==> src/rtl/dkong_dma_pkg.sv <==
// dkong_dma_pkg: shared types and constants for the object-RAM DMA engine.
// Holds the Z80 bus bundles, register offsets, CTRL bit positions, FSM states.
package dkong_dma_pkg;

   // Master-side bus bundle, mirrors the Z80 bus header layout.
   typedef struct packed {
      logic [15:0] addr;
      logic [7:0]  dmaster;
      logic        rdn;
      logic        wrn;
      logic        inta;
   } Z80MasterBus;

   // Slave-side return bundle.
   typedef struct packed {
      logic [7:0] dslave;
      logic       mwait;
   } Z80SlaveBus;

   localparam logic [3:0] REG_SRC  = 4'h0;
   localparam logic [3:0] REG_DST  = 4'h1;
   localparam logic [3:0] REG_LEN  = 4'h2;
   localparam logic [3:0] REG_CTRL = 4'h8;

   localparam int CTRL_EN   = 0;
   localparam int CTRL_AUTO = 1;

   typedef enum logic [2:0] {
      S_IDLE,
      S_REQ,
      S_RD,
      S_WR,
      S_INC,
      S_DONE
   } dma_state_t;

   // Replace one byte of a 16-bit register; hi selects the upper byte.
   function automatic logic [15:0] put_byte(
      input logic [15:0] v,
      input logic        hi,
      input logic [7:0]  b
   );
      logic [15:0] r;
      r = v;
      if (hi) r[15:8] = b;
      else    r[7:0]  = b;
      return r;
   endfunction

endpackage

==> src/rtl/dkong_dma_regs.sv <==
// dkong_dma_regs: CPU-visible register file, byte pointer, shadows, status.
// Ports: ibus/ena register access in, obus readback out, done from the FSM,
// src_sh/dst_sh/len_sh shadow values, en/autoload control bits, tc status.
module dkong_dma_regs
   import dkong_dma_pkg::*;
#(
   parameter int LEN_W = 14
) (
   input  logic              masterclk,
   input  logic              rst_n,
   input  logic              ena,
   input  Z80MasterBus       ibus,
   output Z80SlaveBus        obus,
   input  logic              done,
   output logic [15:0]       src_sh,
   output logic [15:0]       dst_sh,
   output logic [LEN_W-1:0]  len_sh,
   output logic              en,
   output logic              autoload,
   output logic              tc
);

   logic              wr_req;
   logic              rd_req;
   logic              wr_q;
   logic              rd_q;
   logic              wr_stb;
   logic              rd_stb;
   logic [3:0]        off;
   logic [7:0]        wd;

   logic [15:0]       src_r;
   logic [15:0]       dst_r;
   logic [LEN_W-1:0]  len_r;
   logic              ptr;

   logic [15:0]       src_nx;
   logic [15:0]       dst_nx;
   logic [LEN_W-1:0]  len_nx;
   logic [15:0]       len16;
   logic              ptr_nx;
   logic              en_nx;
   logic              auto_nx;
   logic              tc_nx;

   logic              unused;

   assign off    = ibus.addr[3:0];
   assign wd     = ibus.dmaster;
   assign wr_req = ena & ~ibus.wrn;
   assign rd_req = ena & ~ibus.rdn;

   // A CPU access may hold its strobe for several clocks; act once per
   // access so the byte pointer advances exactly one step.
   assign wr_stb = wr_req & ~wr_q;
   assign rd_stb = rd_req & ~rd_q;

   assign unused = ^{ibus.addr[15:4], ibus.inta};

   always_comb begin
      obus.mwait  = 1'b1;
      obus.dslave = 8'h00;
      if (ena && off == REG_CTRL) begin
         obus.dslave = {7'b0, tc};
      end
   end

   always_comb begin
      src_nx  = src_r;
      dst_nx  = dst_r;
      len_nx  = len_r;
      len16   = 16'(len_r);
      ptr_nx  = ptr;
      en_nx   = en;
      auto_nx = autoload;
      tc_nx   = tc;

      if (rd_stb && off == REG_CTRL) begin
         tc_nx = 1'b0;
      end

      if (done) begin
         tc_nx = 1'b1;
         if (!autoload) begin
            en_nx = 1'b0;
         end
      end

      if (wr_stb) begin
         unique case (off)
            REG_SRC: begin
               src_nx = put_byte(src_r, ptr, wd);
               ptr_nx = ~ptr;
            end
            REG_DST: begin
               dst_nx = put_byte(dst_r, ptr, wd);
               ptr_nx = ~ptr;
            end
            REG_LEN: begin
               // Bits above LEN_W are dropped here.
               len16  = put_byte(16'(len_r), ptr, wd);
               len_nx = len16[LEN_W-1:0];
               ptr_nx = ~ptr;
            end
            REG_CTRL: begin
               en_nx   = wd[CTRL_EN];
               auto_nx = wd[CTRL_AUTO];
               ptr_nx  = 1'b0;
            end
            default: begin
            end
         endcase
      end
   end

   always_ff @(posedge masterclk) begin
      if (!rst_n) begin
         wr_q     <= 1'b0;
         rd_q     <= 1'b0;
         src_r    <= 16'h0000;
         dst_r    <= 16'h0000;
         len_r    <= '0;
         src_sh   <= 16'h0000;
         dst_sh   <= 16'h0000;
         len_sh   <= '0;
         ptr      <= 1'b0;
         en       <= 1'b0;
         autoload <= 1'b0;
         tc       <= 1'b0;
      end else begin
         wr_q     <= wr_req;
         rd_q     <= rd_req;
         src_r    <= src_nx;
         dst_r    <= dst_nx;
         len_r    <= len_nx;
         ptr      <= ptr_nx;
         en       <= en_nx;
         autoload <= auto_nx;
         tc       <= tc_nx;
         if (wr_stb) begin
            src_sh <= src_nx;
            dst_sh <= dst_nx;
            len_sh <= len_nx;
         end
      end
   end

endmodule

==> src/rtl/dkong_dma.sv <==
// dkong_dma: single-channel bus-master DMA, work RAM to object RAM.
// Ports: masterclk/rst_n, ena+ibus/obus register port, dma_rdy trigger,
// busrq_n/busak_n CPU handshake, mbus/mbus_in master port, msel, tc.
module dkong_dma
   import dkong_dma_pkg::*;
#(
   parameter int ACC_CYCLES = 2,
   parameter int LEN_W      = 14
) (
   input  logic        masterclk,
   input  logic        rst_n,
   input  logic        ena,
   input  Z80MasterBus ibus,
   output Z80SlaveBus  obus,
   input  logic        dma_rdy,
   output logic        busrq_n,
   input  logic        busak_n,
   output Z80MasterBus mbus,
   input  Z80SlaveBus  mbus_in,
   output logic        msel,
   output logic        tc
);

   localparam int ACW =
      (ACC_CYCLES > 1) ? $clog2(ACC_CYCLES) : 1;
   localparam logic [ACW-1:0] ACC_LAST =
      ACW'(ACC_CYCLES - 1);
   localparam logic [LEN_W-1:0] CNT_ONE = 1;

   dma_state_t        state;
   dma_state_t        state_nx;

   logic              rdy_q;
   logic              trig_q;

   logic [15:0]       src_w;
   logic [15:0]       dst_w;
   logic [LEN_W-1:0]  cnt_w;
   logic [7:0]        data_q;
   logic [ACW-1:0]    acc;

   logic [15:0]       src_nx;
   logic [15:0]       dst_nx;
   logic [LEN_W-1:0]  cnt_nx;
   logic [7:0]        data_nx;
   logic [ACW-1:0]    acc_nx;

   logic [15:0]       src_sh;
   logic [15:0]       dst_sh;
   logic [LEN_W-1:0]  len_sh;
   logic              en;
   logic              autoload;
   logic              done;

   assign done = (state == S_DONE);

   dkong_dma_regs #(
      .LEN_W (LEN_W)
   ) u_regs (
      .masterclk (masterclk),
      .rst_n     (rst_n),
      .ena       (ena),
      .ibus      (ibus),
      .obus      (obus),
      .done      (done),
      .src_sh    (src_sh),
      .dst_sh    (dst_sh),
      .len_sh    (len_sh),
      .en        (en),
      .autoload  (autoload),
      .tc        (tc)
   );

   always_ff @(posedge masterclk) begin
      if (!rst_n) begin
         state  <= S_IDLE;
         rdy_q  <= 1'b0;
         trig_q <= 1'b0;
         src_w  <= 16'h0000;
         dst_w  <= 16'h0000;
         cnt_w  <= '0;
         data_q <= 8'h00;
         acc    <= '0;
      end else begin
         state  <= state_nx;
         rdy_q  <= dma_rdy;
         // Registered edge: adds the extra cycle before REQ.
         trig_q <= dma_rdy & ~rdy_q;
         src_w  <= src_nx;
         dst_w  <= dst_nx;
         cnt_w  <= cnt_nx;
         data_q <= data_nx;
         acc    <= acc_nx;
      end
   end

   always_comb begin
      state_nx     = state;
      src_nx       = src_w;
      dst_nx       = dst_w;
      cnt_nx       = cnt_w;
      data_nx      = data_q;
      acc_nx       = acc;
      busrq_n      = 1'b1;
      msel         = 1'b0;
      mbus.addr    = 16'h0000;
      mbus.dmaster = 8'h00;
      mbus.rdn     = 1'b1;
      mbus.wrn     = 1'b1;
      mbus.inta    = 1'b1;

      unique case (state)
         S_IDLE: begin
            src_nx = src_sh;
            dst_nx = dst_sh;
            cnt_nx = len_sh;
            acc_nx = '0;
            if (trig_q && en) begin
               state_nx = S_REQ;
            end
         end
         S_REQ: begin
            busrq_n = 1'b0;
            if (!en) begin
               state_nx = S_IDLE;
            end else if (!busak_n) begin
               state_nx = S_RD;
            end
         end
         S_RD: begin
            busrq_n   = 1'b0;
            msel      = 1'b1;
            mbus.addr = src_w;
            mbus.rdn  = 1'b0;
            // acc only advances on cycles the slave is ready.
            if (mbus_in.mwait) begin
               if (acc == ACC_LAST) begin
                  data_nx  = mbus_in.dslave;
                  acc_nx   = '0;
                  state_nx = S_WR;
               end else begin
                  acc_nx = acc + ACW'(1);
               end
            end
         end
         S_WR: begin
            busrq_n      = 1'b0;
            msel         = 1'b1;
            mbus.addr    = dst_w;
            mbus.dmaster = data_q;
            mbus.wrn     = 1'b0;
            if (mbus_in.mwait) begin
               if (acc == ACC_LAST) begin
                  acc_nx   = '0;
                  state_nx = S_INC;
               end else begin
                  acc_nx = acc + ACW'(1);
               end
            end
         end
         S_INC: begin
            busrq_n = 1'b0;
            msel    = 1'b1;
            src_nx  = src_w + 16'd1;
            dst_nx  = dst_w + 16'd1;
            if (cnt_w == '0) begin
               state_nx = S_DONE;
            end else begin
               cnt_nx   = cnt_w - CNT_ONE;
               state_nx = S_RD;
            end
         end
         S_DONE: begin
            state_nx = S_IDLE;
         end
         default: begin
            state_nx = S_IDLE;
         end
      endcase
   end

endmodule
==> config.mk <==
export PLATFORM = sky130hd
export DESIGN_NAME = dkong_dma
export DESIGN_NICKNAME = d
export VERILOG_FILES = /design/src/rtl/dkong_dma_pkg.sv /design/src/rtl/dkong_dma_regs.sv /design/src/rtl/dkong_dma.sv
export SDC_FILE = /design/constraint.sdc
export NUM_CORES = 1
export LEC_CHECK = 0
export CELL_PAD_IN_SITES_DETAIL_PLACEMENT = 0
export CELL_PAD_IN_SITES_GLOBAL_PLACEMENT = 1
export CORE_UTILIZATION = 42
export CTS_CLUSTER_SIZE = 20
export DETAILED_ROUTE_END_ITERATION = 8
export PLACE_DENSITY = 0.9
export SYNTH_ARGS = -nofsm -noshare
export SYNTH_HDL_FRONTEND = slang
export SYNTH_SLANG_ARGS = --single-unit
==> constraint.sdc <==
create_clock -name masterclk -period 2.1 [get_ports masterclk]
set_input_delay 0.42 -clock masterclk [delete_from_list [all_inputs] [get_ports masterclk]]
set_output_delay 0.42 -clock masterclk [all_outputs]
set_load 0.005 [all_outputs]
Yosys cells after proc, flatten, opt, wreduce, memory -nomap -nowiden
Cells that the tools add are included.

storage, ports and cells
  flip-flop bits (word level) = 158

operators by class
  add/sub/neg operators = 4
  eq/ne operators = 16
  multiplexer cells = 42
  bitwise operators = 11
  reduce and logical (&&, ||, !) cells = 20

operator list
  operator                 number
  $pmux W16 S2             3
  $mux W16                 4
  $mux W8                  6
  $mux W14                 3
  $add A16 B1 Y16 const B  2
  $pmux W14 S2             1
  $mux W3                  8
  $pmux W3 S5              1
  $logic_not A14 Y1        1
  $sub A14 B1 Y14 const B  1
  $mux W1                  13
  $ne A2 B2 Y1 const B     6
  $reduce_and A2 Y1        4
  $reduce_bool A2 Y1       4
  $eq A3 B2 Y1 const B     2
  $eq A3 B3 Y1 const B     2
  $mux W6                  1
  $not A1 Y1               6
  $reduce_and A6 Y1        1
  $reduce_or A3 Y1         2
  $and A1 B1 Y1            5
  $eq A4 B1 Y1 const B     1
  $eq A4 B2 Y1 const B     1
  $eq A4 B4 Y1 const B     1
  other kinds (11)         14

Longest topological paths before layout
  depth in word-level cells = 6
  gate-level depth with buffers = 8
  mapped depth without buffers = 7

By module
Synthesis repeated with hierarchy kept, for this count alone.

unflattened totals
  cell total of the unflattened synthesis = 920
  area, all modules = 7936.4 um^2

by module, submodules not included
  module          instances  cells an instance  area an instance (um^2)
  dkong_dma_regs  1          447                4215.3
  dkong_dma       1          473                3721.1

Worst setup path after synthesis
Ideal clock, no wire load.

  path type = input to register
  from = input port ibus[11] (netlist bit)
  to = register u_regs.len_r[0]
  setup time = 128 ps
  arrival = 1809 ps
  required time = 1972 ps
  slack = 164 ps
  cell stages on the path = 8
  path through = buf_2 -> nor3_2 -> and3b_1 -> buf_2 -> and2_1 -> buf_2 -> mux2i_1 -> nor2_1

between the ends
  cells in the longest elaborated chain, start to end = 3

RTL lines
  element                 RTL line               source
  start: declaration      dkong_dma.sv:13        input Z80MasterBus ibus,
  $eq A4 B2 Y1            dkong_dma_regs.sv:90   unique case (off)
  $mux W14                dkong_dma_regs.sv:90
  $mux W14                dkong_dma_regs.sv:89   if (wr_stb) begin
  end signal: assignment  dkong_dma_regs.sv:135  len_r <= len_nx;
  end: declaration        dkong_dma_regs.sv:34   logic [LEN_W-1:0] len_r;

No other way between the ends.
A chain may end at the register's enable or synchronous reset.

==> results.py <==
metrics = {
    "status": {
        "status": "finished with violations",
        "violations": "setup timing",
    },
    "floorplanning": {
        "die_w_um": 137,
        "start_util": 0.436,
        "die_h_um": 137,
        "ios": 80,
        "dieArea_um2": 18700,
        "num_rows": 48,
        "core_area_um2": 17500,
    },
    "synth": {
        "ys_seq_area_frac": 0.415,
        "ys_seq_elements": 158,
        "ys_warn_count": 0,
        "synthCells": 946,
        "synth_top_area_share": 0.415,
        "ys_types": 57,
        "synthSimpleGateAreaFrac": 0.238,
        "yosysTopAreaCell": "dfxtp_1",
        "synth-xor-area-share": 0.00345,
        "synth_edf_count": 0,
        "syn_area_um2": 7620,
        "synthAdderAreaFrac": 0.00788,
        "async_flop_share": 0,
        "muxShareOfSynthArea": 0.0754,
        "synth.avg_cell_area_um2": 8.05,
        "synth_compound_area_frac": 0.206,
        "synth_top_family_by_area": "simple AND/OR/NAND/NOR gates",
        "synth.area.top_cells": "dfxtp_1 42%, nand2_1 7.7%, mux2i_1 7.1%",
        "synth_ff_type": "dfxtp_1",
    },
    "timing": {
        "fin_crit_ns": 2.11,
        "slew_headroom": 0.593,
        "worst_slew_pin_slew_ns": 0.609,
        "finalSetupViolations": 1,
        "period_share": 1.00,
        "rsz0062_at_grt": "yes",
        "hold_violations": 0,
        "finalClockSkew_ns": 0.00733,
        "setup_ws_ns": -0.00978,
        "fin_setup_tns_ns": -0.00978,
        "maxSlewViolCount": 0,
        "fmax_mhz": 474,
    },
    "layout": {
        "stdcell_count": 1257,
        "diodes": 0,
        "final_area_um2": 9440,
        "finalCoreUtilization": 0.540,
        "final_layout_size_suffix_gt1_frac": 0.144,
        "area_growth_pct": 23.9,
        "fill_cells": 1608,
        "fin_nets": 1064,
        "layout.area.seq_um2": 3170,
        "multi_input_area_um2": 4130,
    },
    "power": {
        "power_frac_clock": 0.449,
        "ir_drop_mv": 0.616,
        "p_leak_nw": 3.70,
        "sequentialPowerShare": 0.470,
        "power_switching_mw": 1.62,
        "pwr-share-comb": 0.081,
        "power.density_nw_per_um2": 717,
        "power_mw": 6.77,
        "p_int_mw": 5.14,
        "swShare": 0.240,
    },
    "hold_path": {
        "hp-start": "rdy_q",
        "hold_path_end": "trig_q",
        "min-delay-path-class": "flop to flop",
        "hold-path-cell-count": 1,
    },
    "clock_network": {
        "clock_latency_ns": 0.43,
        "numClockSinks": 158,
        "clk_path_buf_depth": 2,
        "htreeDepth": 4,
        "ctsHoldBuffers": 0,
        "cts_tree": "done",
        "clk_pin_slew_ns": 0.06,
        "cts_inserted_buffers": 17,
        "root_buffer": "clkbuf_16",
    },
    "routing": {
        "wl_per_cell_um": 16.6,
        "vias": 7096,
        "drtPass1Iterations": 5,
        "drc": 0,
        "postRouteAntennaNets": 0,
        "vias_per_cell": 5.65,
        "routed_wl_um": 20900,
        "drt_iter0_drc": 613,
    },
    "critical_path": {
        "path_class": "flop to output port",
        "rr_startpoint": "state[1]",
        "startpoint": "state[2]",
        "start_kind": "flop",
        "rr_endpoint": "cnt_w[8]",
        "arrival_ns": 1.69,
        "endpoint_kind": "output port",
        "rr_worst_depth": 9,
        "worstPathMaxFanout": 4,
        "worstPathRequired_ns": 1.68,
        "r2r_setup_slack_ns": 0.14,
    },
    "flow_run": {
        "maxCapViolCount": 0,
    },
    "place": {
        "placed_area_um2": 8750,
        "gp_congestion": 0.841,
        "dpl.hpwl_um": 13800,
        "dp_cells": 1214,
        "portBuffers": 57,
    },
    "grt": {
        "grt.overflow.total": 0,
        "antenna_found_initial": 0,
        "grt_usage": 0.236,
        "grt_max_degree": 87,
        "grt_pass1_wl_um": 34300,
        "grt_pass1_vias": 6507,
    },
}
==> power groups by stage <==
stage / Sequential, mW / Clock [mW] / Combinational, mW
floorplan: 3.21 / 0 / 0.366
global placement: 3.24 / 0 / 0.531
detailed placement: 3.25 / 0 / 0.541
CTS: 3.18 / 3.09 / 0.544
global route: 3.19 / 3.19 / 0.603
finish: 3.18 / 3.04 / 0.546
==> stage by stage <==
step	setup WS, ns	hold slack, ns
after floorplan	0.164	0.367
after global placement	-0.267	0.380
after detailed placement	-0.277	0.383
after CTS	-0.155	0.391
after global routing	-0.0263	0.417
final	-0.00978	0.384
==> synth_stat cells, types with 18 or more instances <==
master,number
a211oi_1,32
a21oi_1,81
a22o_1,18
a22oi_1,22
clkbuf_1,71
dfxtp_1,158
mux2i_1,54
nand2_1,157
nand3_1,37
nor2_1,92
o21ai_0,25
==> cells in the final DEF, fill, tap and decap left out, types with 4 or more instances in the layout <==
cell             synthesis  routed
nand2_1                157     156
dfxtp_1                158     155
nor2_1                  92      90
a21oi_1                 81      81
buf_4                    9      59
mux2i_1                 54      54
nand3_1                 37      37
a211oi_1                32      32
clkdlybuf4s50_1          0      28
o21ai_0                 25      25
a22oi_1                 22      22
a22o_1                  18      18
clkbuf_16                0      17
buf_2                    6      17
and3_1                  16      16
a311oi_1                16      16
nor3_1                  13      13
o221ai_1                11      11
nand4_1                 10      10
nor4_1                  10      10
buf_12                   0      10
a31oi_1                  9       9
conb_1                   2       9
dlymetal6s2s_1           0       8
buf_6                    0       8
inv_1                    7       7
and4_1                   6       6
or4_1                    6       6
or3_1                    6       5
o21a_1                   5       5
nand2b_1                 6       5
and2_1                   5       4
nor3b_1                  5       4
ha_1                     4       4
clkinvlp_4               0       4
==> worst max-delay path by stage <==
stage | endpoint | cells past startpoint
final | mbus[26] | 6
after global placement | obus[1] | 4
after CTS | mbus[26] | 9
after global routing | mbus[26] | 7
after floorplan | u_regs.len_r[0] | 8
after detailed placement | obus[1] | 4
==> area by class of cell <==
| type | instances | area share |
|---|---|---|
| timing repair buffer | 135 | 0.132 |
| tap | 225 | 0.0298 |
| multi-input combinational | 699 | 0.438 |
| sequential | 158 | 0.336 |
| clock inverter | 10 | 0.0121 |
| clock buffer | 22 | 0.0492 |
| inverter | 8 | 0.00345 |
==> registers in the layout, summed over array words and instances, names as in the netlist, 3 cells and up <==
name           count
dst_w             16
u_regs.dst_sh     16
state              3
u_regs.src_r      16
u_regs.len_sh     14
u_regs.dst_r      16
data_q             8
src_w             16
u_regs.src_sh     16
u_regs.len_r      14
cnt_w             14
==> worst max-delay path, stage by stage, from the launching register on <==
cell,delay (ns)
dfxtp_4,0.36
nand2b_4,0.16
nor2_4,0.16
buf_6,0.14
buf_6,0.12
a22o_1,0.18
buf_2,0.14
==> cell families (layout without fill, tap and decap cells) <==
logic type | count (synthesis) | in the layout
AOI/OAI and AO/OA | 237 | 237
xor gates and xnor gates | 3 | 3
adders and majority gates | 5 | 5
buffers and inverters | 96 | 175
DFF | 158 | 158
muxes | 57 | 57
other | 2 | 9
and+or+nand+nor | 388 | 388
==> per-layer routing <==
metal	vias to the layer above	GRT usage	share of wire
met5	-	0	0
met4	0	0.0920	0.023
met3	33	0.0370	0.055
met2	214	0.356	0.44
met1	3301	0.334	0.48
li1	3548	-	-
==> what timing repair did <==
action	in CTS	in global routing
hold endpoints to repair	0	0
setup buffers	11	3
pin swaps	14	5
cloned	3	0
endpoints found under the setup margin	29	27
gates resized for setup	98	15
Power figures use the tool's default switching activity.
